[src/rtl/onchip_arb_pkg.sv]
// Shared types and default sizes for the two-requester on-chip RAM arbiter.
package onchip_arb_pkg;

    localparam int DEF_ADDR_W    = 13;
    localparam int DEF_DATA_W    = 32;
    localparam int DEF_NUM_WORDS = 5320;

    typedef enum logic [1:0] {
        IDLE  = 2'd0,
        SERVE = 2'd1,
        LOCK  = 2'd2
    } arb_state_e;

    typedef logic req_id_t;

endpackage

[src/rtl/onchip_mem_arbiter_if.sv]
// Bus bundle joining the two requesters, the arbiter and the single-port RAM.
interface onchip_mem_arbiter_if
    import onchip_arb_pkg::*;
#(
    parameter int ADDR_W = DEF_ADDR_W,
    parameter int DATA_W = DEF_DATA_W
);
    localparam int BE_W = DATA_W / 8;

    logic              m0_req;
    logic [ADDR_W-1:0] m0_addr;
    logic [BE_W-1:0]   m0_be;
    logic              m0_write;
    logic [DATA_W-1:0] m0_wdata;
    logic              m0_lock;
    logic              m0_waitrequest;
    logic [DATA_W-1:0] m0_readdata;
    logic              m0_readdatavalid;

    logic              m1_req;
    logic [ADDR_W-1:0] m1_addr;
    logic [BE_W-1:0]   m1_be;
    logic              m1_write;
    logic [DATA_W-1:0] m1_wdata;
    logic              m1_lock;
    logic              m1_waitrequest;
    logic [DATA_W-1:0] m1_readdata;
    logic              m1_readdatavalid;

    logic [ADDR_W-1:0] mem_address;
    logic [BE_W-1:0]   mem_byteenable;
    logic              mem_chipselect;
    logic              mem_write;
    logic [DATA_W-1:0] mem_writedata;
    logic              mem_clken;
    logic [DATA_W-1:0] mem_readdata;

    // Arbiter side
    modport slave (
        input  m0_req, m0_addr, m0_be, m0_write, m0_wdata, m0_lock,
        output m0_waitrequest, m0_readdata, m0_readdatavalid,
        input  m1_req, m1_addr, m1_be, m1_write, m1_wdata, m1_lock,
        output m1_waitrequest, m1_readdata, m1_readdatavalid,
        output mem_address, mem_byteenable, mem_chipselect, mem_write,
        output mem_writedata, mem_clken,
        input  mem_readdata
    );

    // Requesters plus RAM side
    modport master (
        output m0_req, m0_addr, m0_be, m0_write, m0_wdata, m0_lock,
        input  m0_waitrequest, m0_readdata, m0_readdatavalid,
        output m1_req, m1_addr, m1_be, m1_write, m1_wdata, m1_lock,
        input  m1_waitrequest, m1_readdata, m1_readdatavalid,
        input  mem_address, mem_byteenable, mem_chipselect, mem_write,
        input  mem_writedata, mem_clken,
        output mem_readdata
    );

endinterface

[src/rtl/onchip_arb_rr2.sv]
// Two-way round-robin pick; the requester not granted last wins a tie.
module onchip_arb_rr2
    import onchip_arb_pkg::*;
(
    input  logic       clk,
    input  logic       rst_n,
    input  logic [1:0] i_req,
    input  logic       i_update,
    input  req_id_t    i_grant_id,
    output req_id_t    o_pick
);
    req_id_t r_last;

    // Starts as 1 so requester 0 wins the first tie after reset
    always_ff @(posedge clk or negedge rst_n) begin
        if (!rst_n) begin
            r_last <= 1'b1;
        end else if (i_update) begin
            r_last <= i_grant_id;
        end
    end

    always_comb begin
        case (i_req)
            2'b01:   o_pick = 1'b0;
            2'b10:   o_pick = 1'b1;
            default: o_pick = ~r_last;
        endcase
    end

endmodule

[src/rtl/onchip_mem_arbiter.sv]
// Two-requester arbiter for a single-port on-chip RAM with grant lock and 1-cycle reads.
// Optional out-of-range address check: define ONCHIP_ARB_ADDR_CHECK_EN.
module onchip_mem_arbiter
    import onchip_arb_pkg::*;
#(
    parameter int ADDR_W    = DEF_ADDR_W,
    parameter int DATA_W    = DEF_DATA_W,
    parameter int NUM_WORDS = DEF_NUM_WORDS
) (
    input  logic                clk,
    input  logic                reset_n,
    onchip_mem_arbiter_if.slave bus,
    output logic                err_oor
);
    localparam int BE_W = DATA_W / 8;

    logic              r_rst_meta, r_rst_sync;
    arb_state_e        r_state, w_state_nxt;
    req_id_t           r_owner, w_owner_nxt, w_pick;
    logic              r_rdv;
    req_id_t           r_rdv_id;
    logic [1:0]        w_req;
    logic              w_own_req, w_own_write, w_own_lock, w_other_req;
    logic              w_active, w_accept, w_mem_write_en;
    logic [ADDR_W-1:0] w_addr;
    logic [BE_W-1:0]   w_be;
    logic [DATA_W-1:0] w_wdata, w_rdata;

    // Assert asynchronously, release on the second clock edge
    always_ff @(posedge clk or negedge reset_n) begin
        if (!reset_n) begin
            r_rst_meta <= 1'b0;
            r_rst_sync <= 1'b0;
        end else begin
            r_rst_meta <= 1'b1;
            r_rst_sync <= r_rst_meta;
        end
    end

    assign w_req = {bus.m1_req, bus.m0_req};

    always_comb begin
        if (r_owner) begin
            w_own_req   = bus.m1_req;
            w_own_write = bus.m1_write;
            w_own_lock  = bus.m1_lock;
            w_addr      = bus.m1_addr;
            w_be        = bus.m1_be;
            w_wdata     = bus.m1_wdata;
            w_other_req = bus.m0_req;
        end else begin
            w_own_req   = bus.m0_req;
            w_own_write = bus.m0_write;
            w_own_lock  = bus.m0_lock;
            w_addr      = bus.m0_addr;
            w_be        = bus.m0_be;
            w_wdata     = bus.m0_wdata;
            w_other_req = bus.m1_req;
        end
    end

    assign w_active = r_rst_sync && (r_state != IDLE);
    assign w_accept = w_active && w_own_req;

    onchip_arb_rr2 u_rr2 (
        .clk        (clk),
        .rst_n      (r_rst_sync),
        .i_req      (w_req),
        .i_update   (w_accept),
        .i_grant_id (r_owner),
        .o_pick     (w_pick)
    );

    // An idle owner hands over at once; a locked owner keeps the grant even when idle
    always_comb begin
        w_state_nxt = r_state;
        w_owner_nxt = r_owner;
        case (r_state)
            IDLE: begin
                if (|w_req) begin
                    w_state_nxt = SERVE;
                    w_owner_nxt = w_pick;
                end
            end
            SERVE, LOCK: begin
                if (w_accept && w_own_lock) begin
                    w_state_nxt = LOCK;
                end else if (w_accept || r_state == SERVE) begin
                    w_state_nxt = SERVE;
                    if (w_other_req) begin
                        w_owner_nxt = ~r_owner;
                    end else if (!w_own_req) begin
                        w_state_nxt = IDLE;
                    end
                end
            end
            default: w_state_nxt = IDLE;
        endcase
    end

    always_ff @(posedge clk or negedge r_rst_sync) begin
        if (!r_rst_sync) begin
            r_state  <= IDLE;
            r_owner  <= 1'b0;
            r_rdv    <= 1'b0;
            r_rdv_id <= 1'b0;
        end else begin
            r_state  <= w_state_nxt;
            r_owner  <= w_owner_nxt;
            r_rdv    <= w_accept && !w_own_write;
            r_rdv_id <= r_owner;
        end
    end

`ifdef ONCHIP_ARB_ADDR_CHECK_EN
    logic w_oor, r_rd_zero, r_err_oor;

    assign w_oor = int'(w_addr) >= NUM_WORDS;

    always_ff @(posedge clk or negedge r_rst_sync) begin
        if (!r_rst_sync) begin
            r_rd_zero <= 1'b0;
            r_err_oor <= 1'b0;
        end else begin
            r_rd_zero <= w_oor;
            r_err_oor <= r_err_oor | (w_accept & w_oor);
        end
    end

    assign w_mem_write_en = w_own_write && !w_oor;
    assign w_rdata        = r_rd_zero ? '0 : bus.mem_readdata;
    assign err_oor        = r_err_oor;
`else
    assign w_mem_write_en = w_own_write;
    assign w_rdata        = bus.mem_readdata;
    assign err_oor        = 1'b0;
`endif

    assign bus.mem_address    = w_addr;
    assign bus.mem_byteenable = w_be;
    assign bus.mem_writedata  = w_wdata;
    assign bus.mem_chipselect = w_accept;
    assign bus.mem_write      = w_accept && w_mem_write_en;
    assign bus.mem_clken      = (NUM_WORDS > 0);

    assign bus.m0_waitrequest   = !(w_active && r_owner == 1'b0);
    assign bus.m1_waitrequest   = !(w_active && r_owner == 1'b1);
    assign bus.m0_readdata      = w_rdata;
    assign bus.m1_readdata      = w_rdata;
    assign bus.m0_readdatavalid = r_rdv && (r_rdv_id == 1'b0);
    assign bus.m1_readdatavalid = r_rdv && (r_rdv_id == 1'b1);

endmodule

[src/flat_wrapper.sv]
// flat-port wrapper written by rule: the top's interface ports become plain ports
module onchip_mem_arbiter_flat import onchip_arb_pkg::*;
#(
    parameter int ADDR_W    = DEF_ADDR_W,
    parameter int DATA_W    = DEF_DATA_W,
    parameter int NUM_WORDS = DEF_NUM_WORDS
)
  (clk, reset_n, err_oor, bus_m0_req, bus_m0_addr, bus_m0_be, bus_m0_write, bus_m0_wdata, bus_m0_lock, bus_m0_waitrequest, bus_m0_readdata, bus_m0_readdatavalid, bus_m1_req, bus_m1_addr, bus_m1_be, bus_m1_write, bus_m1_wdata, bus_m1_lock, bus_m1_waitrequest, bus_m1_readdata, bus_m1_readdatavalid, bus_mem_address, bus_mem_byteenable, bus_mem_chipselect, bus_mem_write, bus_mem_writedata, bus_mem_clken, bus_mem_readdata);
  onchip_mem_arbiter_if #(.ADDR_W(ADDR_W), .DATA_W(DATA_W)) bus_i ();
  input  logic clk;
  input  logic reset_n;
  output logic err_oor;
  input wire logic [$bits(bus_i.m0_req)-1:0] bus_m0_req;
  input wire logic [$bits(bus_i.m0_addr)-1:0] bus_m0_addr;
  input wire logic [$bits(bus_i.m0_be)-1:0] bus_m0_be;
  input wire logic [$bits(bus_i.m0_write)-1:0] bus_m0_write;
  input wire logic [$bits(bus_i.m0_wdata)-1:0] bus_m0_wdata;
  input wire logic [$bits(bus_i.m0_lock)-1:0] bus_m0_lock;
  output wire logic [$bits(bus_i.m0_waitrequest)-1:0] bus_m0_waitrequest;
  output wire logic [$bits(bus_i.m0_readdata)-1:0] bus_m0_readdata;
  output wire logic [$bits(bus_i.m0_readdatavalid)-1:0] bus_m0_readdatavalid;
  input wire logic [$bits(bus_i.m1_req)-1:0] bus_m1_req;
  input wire logic [$bits(bus_i.m1_addr)-1:0] bus_m1_addr;
  input wire logic [$bits(bus_i.m1_be)-1:0] bus_m1_be;
  input wire logic [$bits(bus_i.m1_write)-1:0] bus_m1_write;
  input wire logic [$bits(bus_i.m1_wdata)-1:0] bus_m1_wdata;
  input wire logic [$bits(bus_i.m1_lock)-1:0] bus_m1_lock;
  output wire logic [$bits(bus_i.m1_waitrequest)-1:0] bus_m1_waitrequest;
  output wire logic [$bits(bus_i.m1_readdata)-1:0] bus_m1_readdata;
  output wire logic [$bits(bus_i.m1_readdatavalid)-1:0] bus_m1_readdatavalid;
  output wire logic [$bits(bus_i.mem_address)-1:0] bus_mem_address;
  output wire logic [$bits(bus_i.mem_byteenable)-1:0] bus_mem_byteenable;
  output wire logic [$bits(bus_i.mem_chipselect)-1:0] bus_mem_chipselect;
  output wire logic [$bits(bus_i.mem_write)-1:0] bus_mem_write;
  output wire logic [$bits(bus_i.mem_writedata)-1:0] bus_mem_writedata;
  output wire logic [$bits(bus_i.mem_clken)-1:0] bus_mem_clken;
  input wire logic [$bits(bus_i.mem_readdata)-1:0] bus_mem_readdata;
  assign bus_i.m0_req = bus_m0_req;
  assign bus_i.m0_addr = bus_m0_addr;
  assign bus_i.m0_be = bus_m0_be;
  assign bus_i.m0_write = bus_m0_write;
  assign bus_i.m0_wdata = bus_m0_wdata;
  assign bus_i.m0_lock = bus_m0_lock;
  assign bus_m0_waitrequest = bus_i.m0_waitrequest;
  assign bus_m0_readdata = bus_i.m0_readdata;
  assign bus_m0_readdatavalid = bus_i.m0_readdatavalid;
  assign bus_i.m1_req = bus_m1_req;
  assign bus_i.m1_addr = bus_m1_addr;
  assign bus_i.m1_be = bus_m1_be;
  assign bus_i.m1_write = bus_m1_write;
  assign bus_i.m1_wdata = bus_m1_wdata;
  assign bus_i.m1_lock = bus_m1_lock;
  assign bus_m1_waitrequest = bus_i.m1_waitrequest;
  assign bus_m1_readdata = bus_i.m1_readdata;
  assign bus_m1_readdatavalid = bus_i.m1_readdatavalid;
  assign bus_mem_address = bus_i.mem_address;
  assign bus_mem_byteenable = bus_i.mem_byteenable;
  assign bus_mem_chipselect = bus_i.mem_chipselect;
  assign bus_mem_write = bus_i.mem_write;
  assign bus_mem_writedata = bus_i.mem_writedata;
  assign bus_mem_clken = bus_i.mem_clken;
  assign bus_i.mem_readdata = bus_mem_readdata;
  onchip_mem_arbiter #(.ADDR_W(ADDR_W), .DATA_W(DATA_W), .NUM_WORDS(NUM_WORDS)) u_core (.clk(clk), .reset_n(reset_n), .bus(bus_i), .err_oor(err_oor));
endmodule
[config.mk]
export PLATFORM = sky130hd
export DESIGN_NAME = onchip_mem_arbiter_flat
export DESIGN_NICKNAME = d
export VERILOG_FILES = /design/src/rtl/onchip_arb_pkg.sv /design/src/rtl/onchip_mem_arbiter_if.sv /design/src/rtl/onchip_arb_rr2.sv /design/src/rtl/onchip_mem_arbiter.sv /design/src/flat_wrapper.sv
export SDC_FILE = /design/constraint.sdc
export NUM_CORES = 1
export LEC_CHECK = 0
export ABC_AREA = 1
export CAP_MARGIN = 20
export CORE_AREA = 5 5 97 99
export DETAILED_ROUTE_END_ITERATION = 10
export DIE_AREA = 0 0 102 104
export PLACE_DENSITY_LB_ADDON = 0.3
export SKIP_CTS_REPAIR_TIMING = 1
export SYNTH_ARGS = -nofsm -noshare
export SYNTH_HDL_FRONTEND = slang
export SYNTH_SLANG_ARGS = --single-unit
[constraint.sdc]
create_clock -name clk -period 2.9 [get_ports clk]
set_input_delay 0.29 -clock clk [delete_from_list [all_inputs] [get_ports clk]]
set_output_delay 0.29 -clock clk [all_outputs]
set_load 0.01 [all_outputs]
== After elaboration in Yosys (flattened, before gate mapping) ==
Index checks and enable logic that the tools add are counted.
Storage, ports and cells
  flip-flop bits (word level): 8
  input port bits: 138
  output and inout bits: 121
  logic and storage cells: 58
Cells by class
  eq/ne operators: 9
  multiplexer cells: 19
  bitwise logic cells: 3
  reductions and logical operators: 20
Operators by type and width (number)
  $mux W32: 1
  $mux W13: 1
  $logic_and A1 B1 Y1: 9
  $mux W1: 9
  $mux W2: 4
  $ne A2 B1 Y1 const B: 3
  $reduce_and A5 Y1: 1
  $eq A2 B1 Y1 const B: 2
  $eq A2 B2 Y1 const B: 2
  $mux W4: 1
  $pmux W1 S2: 2
  $pmux W2 S2: 1
  $reduce_bool A2 Y1: 2
  $reduce_or A2 Y1: 2
  $logic_not A1 Y1: 3
  $ne A3 B1 Y1 const B: 1
  $not A1 Y1: 3
  $logic_not A2 Y1: 1
  $ne A2 B2 Y1 const B: 1
  $reduce_and A2 Y1: 1
  $logic_or A1 B1 Y1: 1

== Depth between registers and ports, before layout ==
Gate-level depths: netlist of run 1.
  word-level depth: 7
  mapped depth: 9
  gate-level depth less buffers: 9

== Cells and area by module ==
A second synthesis of run 1 with hierarchy kept.
Second synthesis, totals
  cell total of the unflattened synthesis: 304
  area total of the unflattened synthesis: 1640.3 um^2
Modules (own cells, without submodules)
  onchip_mem_arbiter: times used 1, cells each 292, area each 1564.0 um^2, sequential area each 175.2 um^2
  onchip_arb_rr2: times used 1, cells each 12, area each 76.3 um^2, sequential area each 26.3 um^2

== Worst setup path after synthesis of run 1 ==
OpenSTA, ideal clock, no wires.
  path kind: register to output
  from: reg u_core.r_state[0]
  to: out bus_mem_write
  arrival time: 1121 ps
  slack: 1489 ps
  cell stages (with the launch flop): 6
  buffers on the path: 0
  path through: dfrtp_1 -> inv_1 -> ha_1 -> nor2_2 -> nand2_2 -> nor2_1
Between the ends
  longest elaborated chain between the ends: 4
Ends and longest elaborated chain
  start, declared: line onchip_mem_arbiter.sv:18  | arb_state_e r_state, w_state_nxt;
  start signal, assigned: line onchip_mem_arbiter.sv:108  | r_state <= w_state_nxt;
  $reduce_bool A2 Y1: line onchip_mem_arbiter.sv:62  | assign w_active = r_rst_sync && (r_state != IDLE);
  $logic_and A1 B1 Y1: line onchip_mem_arbiter.sv:62
  $logic_and A1 B1 Y1: line onchip_mem_arbiter.sv:63  | assign w_accept = w_active && w_own_req;
  $logic_and A1 B1 Y1: line onchip_mem_arbiter.sv:143  | assign bus.mem_write = w_accept && w_mem_write_en;
  end, declared: line flat_wrapper.sv:34  | output wire logic [$bits(bus_i.mem_write)-1:0] bus_mem_write;
Every way passes these cells.

== Worst setup path after layout of run 1 ==
  from: reg u_core.r_owner
  to: out bus_mem_write
Between the ends
  longest elaborated chain between the ends: 3
Ends and longest elaborated chain
  start, declared: line onchip_mem_arbiter.sv:19  | req_id_t r_owner, w_owner_nxt, w_pick;
  start signal, assigned: line onchip_mem_arbiter.sv:109  | r_owner <= w_owner_nxt;
  $mux W1: line onchip_mem_arbiter.sv:43  | if (r_owner) begin
  $logic_and A1 B1 Y1: line onchip_mem_arbiter.sv:63
  $logic_and A1 B1 Y1 *: line onchip_mem_arbiter.sv:143
Every way passes the cells marked *; elsewhere a longest branch is shown, timed or not.

==> results of run 1 <==
-- stage by stage --
stage                util  cell area (um2)  hold WS [ns]  setup slack [ns]
finish              0.342             2900         0.127             0.561
global route        0.342             2900         0.161             0.390
CTS                 0.342             2900         0.136             0.532
detailed placement  0.337             2850         0.126             0.775
global placement    0.337             2850         0.125             0.769
floorplan               -             1630      -0.00559              1.49
-- how the worst min path moves through the flow --
stage / to / slack (ns) / cells past startpoint
finish: u_core.r_rdv_id / 0.13 / 0
global route: u_core.r_rdv_id / 0.16 / 0
CTS: u_core.r_rdv_id / 0.14 / 0
detailed placement: u_core.r_rdv_id / 0.13 / 0
global placement: u_core.r_rdv_id / 0.13 / 0
floorplan: u_core.r_rst_meta / -0.006 / 0
-- power groups by stage --
stage,Combinational [mW],Clock (mW),Sequential (mW)
floorplan,0.903,0,0.174
global placement,1.72,0,0.180
detailed placement,1.72,0,0.180
CTS,1.73,0.144,0.179
global route,1.87,0.150,0.183
finish,1.70,0.140,0.179
-- cell usage after synthesis --
cell and n:
inv_1 13, dfrtp_1 7, a21oi_1 2, inv_2 1
nand2_1 166, nand4_1 2, conb_1 2, clkbuf_1 9
nand2_2 4, dfstp_2 1, nand3_1 3, nor2_2 1
ha_1 5, o21ai_1 2, buf_4 67, or2_0 1
o21ai_0 4, nor2_1 6, buf_1 1, nand3_2 1
-- logic make-up after synthesis --
group / share of synthesized area
and+or+nand+nor: 0.443
buffers and inverters: 0.365
AOI/OAI and AO/OA: 0.0246
DFF: 0.124
adders and majority gates: 0.0385
other: 0.00462
-- critical path, cell delays in order, from the launching register on --
cell and delay [ns]:
dfrtp_2 0.36, buf_4 0.47, nand2_1 0.12, nand2_2 0.12, nand2_2 0.09, nor2_1 0.12
clkdlybuf4s50_1 0.54
-- sequential cells by signal, indices dropped and copies added, names as in the netlist --
| signal | flops |
|---|---|
| u_core.r_state | 2 |
| u_core.r_owner | 1 |
| u_core.r_rdv | 1 |
| u_core.r_rdv_id | 1 |
| u_core.r_rst_meta | 1 |
| u_core.r_rst_sync | 1 |
| u_core.u_rr2.r_last | 1 |
-- routing by layer --
metal / GRT usage / up-vias
met3: 0.0483 / 4
met5: 0 / -
met4: 0.0103 / 0
met1: 0.118 / 782
met2: 0.211 / 127
li1: - / 1000
-- cell type report --
type / instances / area [um2]
Clock buffer: 4 / 45.0
Fill cell: 921 / 5570
Inverter: 14 / 52.6
Multi-Input combinational cell: 200 / 835
Sequential cell: 8 / 203
Tap cell: 108 / 135
Timing Repair Buffer: 162 / 1630
==> reports/metrics.cfg, run 1 <==
[run_status]
run_status=finished clean

[floorplanning]
die_width_um=102
initial_core_util=0.192
die_y_um=104
ios=259
rows=34
dieArea_mm2=0.0106
fp.coreArea_mm2=0.00847

[logic_synthesis]
yosysTopAreaCell=nand2_1
synth_top_area_frac=0.383
netlist_instances=298
syn_area_per_cell_um2=5.45
yosysSeqAreaShare=0.124
ys_warn_count=0
syn_area_mm2=0.00163
synth_cell_types=20
synth_area_leaders=nand2_1 38%, buf_4 31%, dfrtp_1 11%, ha_1 3.8%, inv_1 3.0%
synth-seq-cells=8

[power_and_ir_drop]
power_frac_clock=0.069
switching_share=0.453
total_leakage_power_nw=1.40
combPwrFrac=0.842
irDropWorstVdd_mv=0.285
power_density_mw_per_mm2=696
switchingPower_mw=0.915
sequentialPowerShare=0.089
p_total_mw=2.02
p_int_mw=1.10

[timing]
hold_viol=0
grt_setup_unrepaired=false
timing.final.crit_period_ns=2.34
fin_worst_skew_ns=0.00253
finalSetupViolCount=0
slew_headroom=0.616
clock.fmax_mhz=428
max_slew.worst_pin.slew_ns=0.576
tns_ns=0
period_share=0.806
report.final.slew_viol_count=0

[global_routing]
grt_pass1_wl_um=9740
grt_overflow=0
grt_usage=0.112
grt_max_degree=58
grt_pass1_vias=1902
antenna_found_initial=0

[critical_path]
crit_required_ns=2.61
critical_path_class=reg2out
r2r-start=u_core.r_owner
worstPathMaxFanout=57
crit_start=u_core.r_owner
crit_path_end_kind=output pin
worst-endpoint-arrival_ns=2.05
rrSetupSlack_ns=1.14
r2r_cells=9
start_kind=flip-flop
worstSetupEndpoint=bus_mem_write
worstReg2RegEnd=u_core.r_owner

[drt]
final_antenna_net_count=0
vias=1913
drt-total-wl_um=6500
routedWlPerCell_um=13.1
route.met3.wl_um=729
top_layer_used=met4
via_per_inst=3.86
dr.pass1.iters=4
drt_iter0_drc=53
route.met2.wl_um=3430
drc=0
met1_length_um=2310

[place]
place_inst=492
routabilityCongestion=0.784
portBuffers=160
dp_hpwl_um=5430

[layout]
final_cell_mix=166 x nand2_1, 160 x clkdlybuf4s50_1, 13 x inv_1
final_common_cell=nand2_1
drive_gt1_frac=0.0361
final_net_count=532
fin_cells=496
layout-area-overhead-vs-synth_pct=78.4
antenna_cells=0

[clocking]
clk_pin_slew_worst_paths_ns=0.04
cts_tree=built
cts-htree-levels=1
cts_buffer_depth=2
clk-insertion-delay-late_ns=0.22
numCtsBuffers=3
cts_sinks=8
cts_root_buf=clkbuf_8

[flow_run]
maxCapViolations=0

[worst_hold_path]
hold_class=reg2async

(Power assumes the default switching activity.)
==> run 2, diff against run 1 <==
==> constraint.sdc (replaced) <==
create_clock -name clk -period 2 [get_ports clk]
set_input_delay 0.2 -clock clk [delete_from_list [all_inputs] [get_ports clk]]
set_output_delay 0.2 -clock clk [all_outputs]
set_load 0.01 [all_outputs]
==> run 2 against run 1 <==
Against the previous run:
- die area unchanged
- wire length up 1.0%
- total power up 51%
- clock skew grew 0.00085 ns
- clock power increased by 48%
- first-iteration DRC count fell by 19%
- sequential power increased by 47%
- highest routed layer unchanged
- sequential share of layout area decreased by 0.18 points
- design area rose by 2.7%
- global-route usage increased by 0.43 points
- non-clock buffer count up 7
- critical path depth down 1
==> reports/metrics.cfg, run 2 (synthesis results as in run 1) <==
[layout]
seq_area_um2=203  ; unchanged
final_common_cell=nand2_1
antenna_cells=0  ; unchanged
multi_input_area_um2=835  ; unchanged
fin_cells=503  ; +1.4%
drive_gt1_frac=0.0532  ; +0.0171
final_core_util=0.352  ; +0.00916
final_net_count=539  ; +1.3%
largest_register_ffs=2  ; unchanged
fillCellCount=910  ; -1.2%
largest-register=u_core.r_state
layout-area-overhead-vs-synth_pct=83.1
final_cell_mix=166 x nand2_1, 159 x clkdlybuf4s50_1, 13 x inv_1

[floorplanning]
rows=34  ; unchanged
ios=259  ; unchanged
fp.coreArea_mm2=0.00847  ; unchanged
dieArea_mm2=0.0106  ; unchanged
die_width_um=102  ; unchanged
initial_core_util=0.192  ; unchanged
die_y_um=104  ; unchanged

[power_and_ir_drop]
total_leakage_power_nw=1.46  ; +4.1%
power_density_mw_per_mm2=1030  ; +47%
irDropWorstVdd_mv=0.474  ; +66%

[critical_path]
crit_top_cell=nand2_1
critical_path_class=reg2out
start_kind=flip-flop
worst-endpoint-arrival_ns=1.71  ; -0.34 ns
crit_required_ns=1.80  ; -0.81 ns
worstPathMaxFanout=31  ; -46%
crit_path_end_kind=output pin
slowest_stage=clkdlybuf4s50_1
cp_cell_sequence=inv_4 -> buf_12 -> nand2_1 -> nand2_1 -> clkdlybuf4s50_1
cpPeakStageDelay_ns=0.56  ; +0.02 ns

[timing]
report.final.slew_viol_count=0  ; unchanged
finalSetupViolCount=0  ; unchanged
period_share=0.953
grt_setup_unrepaired=false
fin_worst_skew_ns=0.00338  ; +0.000847 ns
layout_setup_ws_ns=0.0940  ; -0.468 ns
timing.final.crit_period_ns=1.91
clock.fmax_mhz=525
hold_viol=0  ; unchanged

[place]
dp_hpwl_um=5640  ; +3.8%
place_inst=496  ; +0.81%
dp_slack_ns=0.178  ; -0.597 ns
routabilityCongestion=0.767  ; -2.2%
portBuffers=160  ; unchanged

[global_routing]
grt_pass1_vias=2005  ; +5.4%
grt_max_degree=33  ; -43%
antenna_found_initial=0  ; unchanged
grt_usage=0.117  ; +0.00435
grt_pass1_wl_um=10200  ; +5.2%
grt_overflow=0  ; unchanged

[clocking]
numCtsBuffers=3  ; unchanged
cts_tree=built
clk-insertion-delay-late_ns=0.23  ; about the same
cts_sinks=8  ; unchanged
cts_root_buf=clkbuf_8
clk_pin_slew_worst_paths_ns=0.04  ; about the same
cts_buffer_depth=2  ; unchanged
cts-htree-levels=1  ; unchanged

[drt]
via_per_inst=3.88  ; +0.57%
final_antenna_net_count=0  ; unchanged
drc=0  ; unchanged
dr.pass1.iters=7  ; +3
drt-total-wl_um=6560  ; +1.0%
routedWlPerCell_um=13.0  ; -0.40%
drt_iter0_drc=43  ; -19%
vias=1951  ; +2.0%

[flow_run]
maxCapViolations=0  ; unchanged

[run_status]
run_status=finished clean

[worst_hold_path]
hold_class=in2async

==> run 2: cell count changes in the layout (fill, tap and decap cells not counted), sizes merged <==
cell,change
clkdlybuf4s50,-1
buf,+7
dlymetal6s2s,+1
==> run 2: per-layer routing <==
metal | wire, um | part of all wire | track usage | vias up
li1 | - | - | - | 1012
met1 | 2280 | 0.35 | 0.123 | 810
met2 | 3530 | 0.54 | 0.216 | 125
met3 | 727 | 0.11 | 0.0537 | 4
met4 | 22 | 0.0034 | 0.0103 | 0
met5 | 0 | 0 | 0 | -
==> run 2: final cells by class <==
class                      instances  area share
timing repair buffer             169       0.573
clock buffer                       4      0.0151
multi-input combinational        200       0.280
inverter                          14      0.0185
sequential                         8      0.0681
tap                              108      0.0454
==> run 2: per-stage QoR <==
| stage | power (mW) | hold WS (ns) | TNS (ns) | instance area [um2] |
|---|---|---|---|---|
| after CTS | 3.06 | 0.129 | -0.0477 | 2940 |
| after global placement | 2.82 | 0.173 | 0 | 2900 |
| after floorplan | 1.56 | -0.0956 | 0 | 1630 |
| after global routing | 3.34 | 0.131 | 0 | 2980 |
| after detailed placement | 2.83 | 0.162 | 0 | 2900 |
| final | 3.05 | 0.129 | 0 | 2980 |
==> run 2: final timing paths <==
path / start / to / slack (ns) / depth (start not counted)
setup / recovery: u_core.r_owner / bus_mem_writedata[4] / 0.09 / 5
hold / removal: reset_n / u_core.r_rst_meta / 0.13 / 1
setup reg to reg: u_core.r_state[1] / u_core.r_owner / 0.57 / 10
hold reg to reg: u_core.r_rst_sync / u_core.r_state[0] / 0.18 / 1
max in group asynchronous: u_core.r_rst_sync / u_core.u_rr2.r_last / 1.61 / 1
min in group clk: u_core.r_rst_meta / u_core.r_rst_sync / 0.36 / 0
==> run 2: power breakdown <==
group	total, mW	switching, mW	internal, mW
Clock	0.207	0.0683	0.139
Sequential	0.263	0.0414	0.222
Combinational	2.58	1.25	1.34
==> run 2: worst max-delay path, delay by kind of cell (launching register included) <==
kind	cells	cell delay, ns
and+or+nand+nor	2	0.16
DFF	1	0.45
buffers and inverters	3	0.86
==> run 3, diff against run 2 <==
--- a/config.mk
+++ b/config.mk
@@ -11,6 +11,7 @@
 export DETAILED_ROUTE_END_ITERATION = 10
 export DIE_AREA = 0 0 102 104
 export PLACE_DENSITY_LB_ADDON = 0.3
+export SETUP_SLACK_MARGIN = 0.2
 export SKIP_CTS_REPAIR_TIMING = 1
 export SYNTH_ARGS = -nofsm -noshare
 export SYNTH_HDL_FRONTEND = slang
==> run 3 against run 2 <==
Against the previous run:
- non-clock buffer count grew 4
- sequential power about the same
- critical path depth is 3 higher
- sequential share of layout area decreased by 0.41 points
- highest routed layer unchanged
- via count rose by 2.5%
- worst hold slack got worse by 0.0024 ns
- wire length is 5.6% higher
- design area is 6.5% higher
- first-iteration DRC count is 16% lower
- combinational power about the same
- clock-buffer cell count is the same
==> reports/metrics.cfg, run 3 (synthesis results as in run 1) <==
[run_status]
run_status=finished clean

[floorplanning]
rows=34  ; unchanged
die_width_um=102  ; unchanged
fp.coreArea_mm2=0.00847  ; unchanged
ios=259  ; unchanged
die_y_um=104  ; unchanged
initial_core_util=0.192  ; unchanged
dieArea_mm2=0.0106  ; unchanged

[layout]
final_core_util=0.374  ; +0.0228
final_common_cell=nand2_1
final_cell_mix=166 x nand2_1, 107 x clkdlybuf4s50_1, 53 x dlymetal6s2s_1
fillCellCount=900  ; -1.1%
largest-register=u_core.r_state
final_net_count=543  ; +0.74%
drive_gt1_frac=0.0627  ; +0.00949
fin_cells=507  ; +0.80%
largest_register_ffs=2  ; unchanged
multi_input_area_um2=835  ; unchanged
layout-area-overhead-vs-synth_pct=95.0
seq_area_um2=203  ; unchanged
antenna_cells=0  ; unchanged

[critical_path]
worst-endpoint-arrival_ns=1.49  ; -0.22 ns
worstPathMaxFanout=7  ; -77%
r2r-start=u_core.r_owner
worstReg2RegEnd=u_core.r_owner
crit_start=u_core.r_owner
rrSetupSlack_ns=0.53  ; -0.04 ns
r2r_cells=10  ; unchanged
crit_path_end_kind=output pin
cpPeakStageDelay_ns=0.45  ; -0.11 ns
slowest_stage=dfrtp_2
crit_top_cell=nand2_2
crit_required_ns=1.80  ; about the same
start_kind=flip-flop
cp_cell_sequence=clkinv_4 -> buf_4 -> nand2_2 -> nand2_2 -> nand2_2 -> buf_4 -> nor2_1 -> dlymetal6s2s_1
critical_path_class=reg2out

[drt]
routedWlPerCell_um=13.7  ; +4.7%
via_per_inst=3.94  ; +1.7%
drc=0  ; unchanged
drt-total-wl_um=6930  ; +5.6%
dr.pass1.iters=5  ; -2
vias=2000  ; +2.5%
final_antenna_net_count=0  ; unchanged
drt_iter0_drc=36  ; -16%

[flow_run]
maxCapViolations=0  ; unchanged

[clocking]
clk_pin_slew_worst_paths_ns=0.04  ; about the same
cts-htree-levels=1  ; unchanged
cts_tree=built
cts_buffer_depth=2  ; unchanged
cts_sinks=8  ; unchanged
clk-insertion-delay-late_ns=0.23  ; about the same
cts_root_buf=clkbuf_8
numCtsBuffers=3  ; unchanged

[power_and_ir_drop]
total_leakage_power_nw=2.02  ; +38%
p_int_mw=1.69  ; -0.43%
power_frac_clock=0.068  ; about the same
combPwrFrac=0.846  ; about the same
sequentialPowerShare=0.086  ; about the same
power_density_mw_per_mm2=972  ; -5.3%
irDropWorstVdd_mv=0.489  ; +3.2%
switching_share=0.451  ; +0.00697
switchingPower_mw=1.39  ; +2.4%

[global_routing]
grt_pass1_vias=2005  ; unchanged
grt_pass1_wl_um=10200  ; unchanged
grt_max_degree=33  ; unchanged
antenna_found_initial=0  ; unchanged
grt_usage=0.117  ; unchanged
grt_overflow=0  ; unchanged

[timing]
fin_worst_skew_ns=0.00362  ; +0.000239 ns
period_share=0.844  ; -0.109
timing.final.crit_period_ns=1.69  ; -0.218 ns
hold_viol=0  ; unchanged
clock.fmax_mhz=592  ; +13%
hold_ws_ns=0.127  ; -0.00237 ns
grt_setup_unrepaired=false
finalSetupViolCount=0  ; unchanged
report.final.slew_viol_count=0  ; unchanged

[place]
dp_hpwl_um=5640  ; unchanged
routabilityCongestion=0.767  ; unchanged
place_inst=496  ; unchanged
portBuffers=160  ; unchanged

[worst_hold_path]
hold_class=in2async

==> run 3: cell count changes in the layout (fill, tap and decap cells not counted), sizes merged <==
cell	change
dlymetal6s2s	+52
clkdlybuf4s50	-52
inv	-1
buf	+3
clkinv	+1
clkbuf	+1
==> run 3: worst max-delay path, delay by kind of cell, from the launching register on <==
family,cells,cell delay [ns]
buffers and inverters,4,0.54
flip-flops,1,0.45
AND/OR/NAND/NOR,4,0.26
==> run 3: worst max-delay path by stage <==
stage                           endpoint  depth (start not counted)
after floorplan           u_core.r_owner                          9
after global placement     bus_mem_write                          6
after detailed placement   bus_mem_write                          6
after CTS                  bus_mem_write                          6
after global routing       bus_mem_write                          7
final                      bus_mem_write                          8
==> run 3: per-stage QoR <==
stage / setup TNS [ns] / total power, mW / instance area [um2] / setup slack, ns
2_1_floorplan: 0 / 1.56 / 1630 / 0.671
3_3_place_gp: 0 / 2.82 / 2900 / 0.179
3_5_place_dp: 0 / 2.83 / 2900 / 0.178
4_1_cts: -0.0477 / 3.06 / 2940 / -0.0425
5_1_grt: 0 / 3.37 / 3170 / 0.180
6_report: 0 / 3.08 / 3170 / 0.312
==> run 3: routing by layer <==
layer | global-route usage | up-vias | part of all wire
li1 | - | 1020 | -
met5 | 0 | - | 0
met2 | 0.216 | 132 | 0.55
met4 | 0.0103 | 0 | 0.0042
met1 | 0.123 | 843 | 0.34
met3 | 0.0537 | 5 | 0.11
==> run 3: cell type report <==
type	instances	area share
inverter	14	0.0182
timing repair buffer	173	0.598
tap	108	0.0426
multi-input combinational	200	0.263
sequential	8	0.0640
clock buffer	4	0.0142
==> run 3: power groups by stage <==
stage | Clock (mW) | Sequential (mW) | Combinational, mW
after detailed placement | 0 | 0.268 | 2.56
after global routing | 0.223 | 0.273 | 2.88
final | 0.209 | 0.265 | 2.61
after CTS | 0.212 | 0.267 | 2.58
after global placement | 0 | 0.268 | 2.55
after floorplan | 0 | 0.252 | 1.31
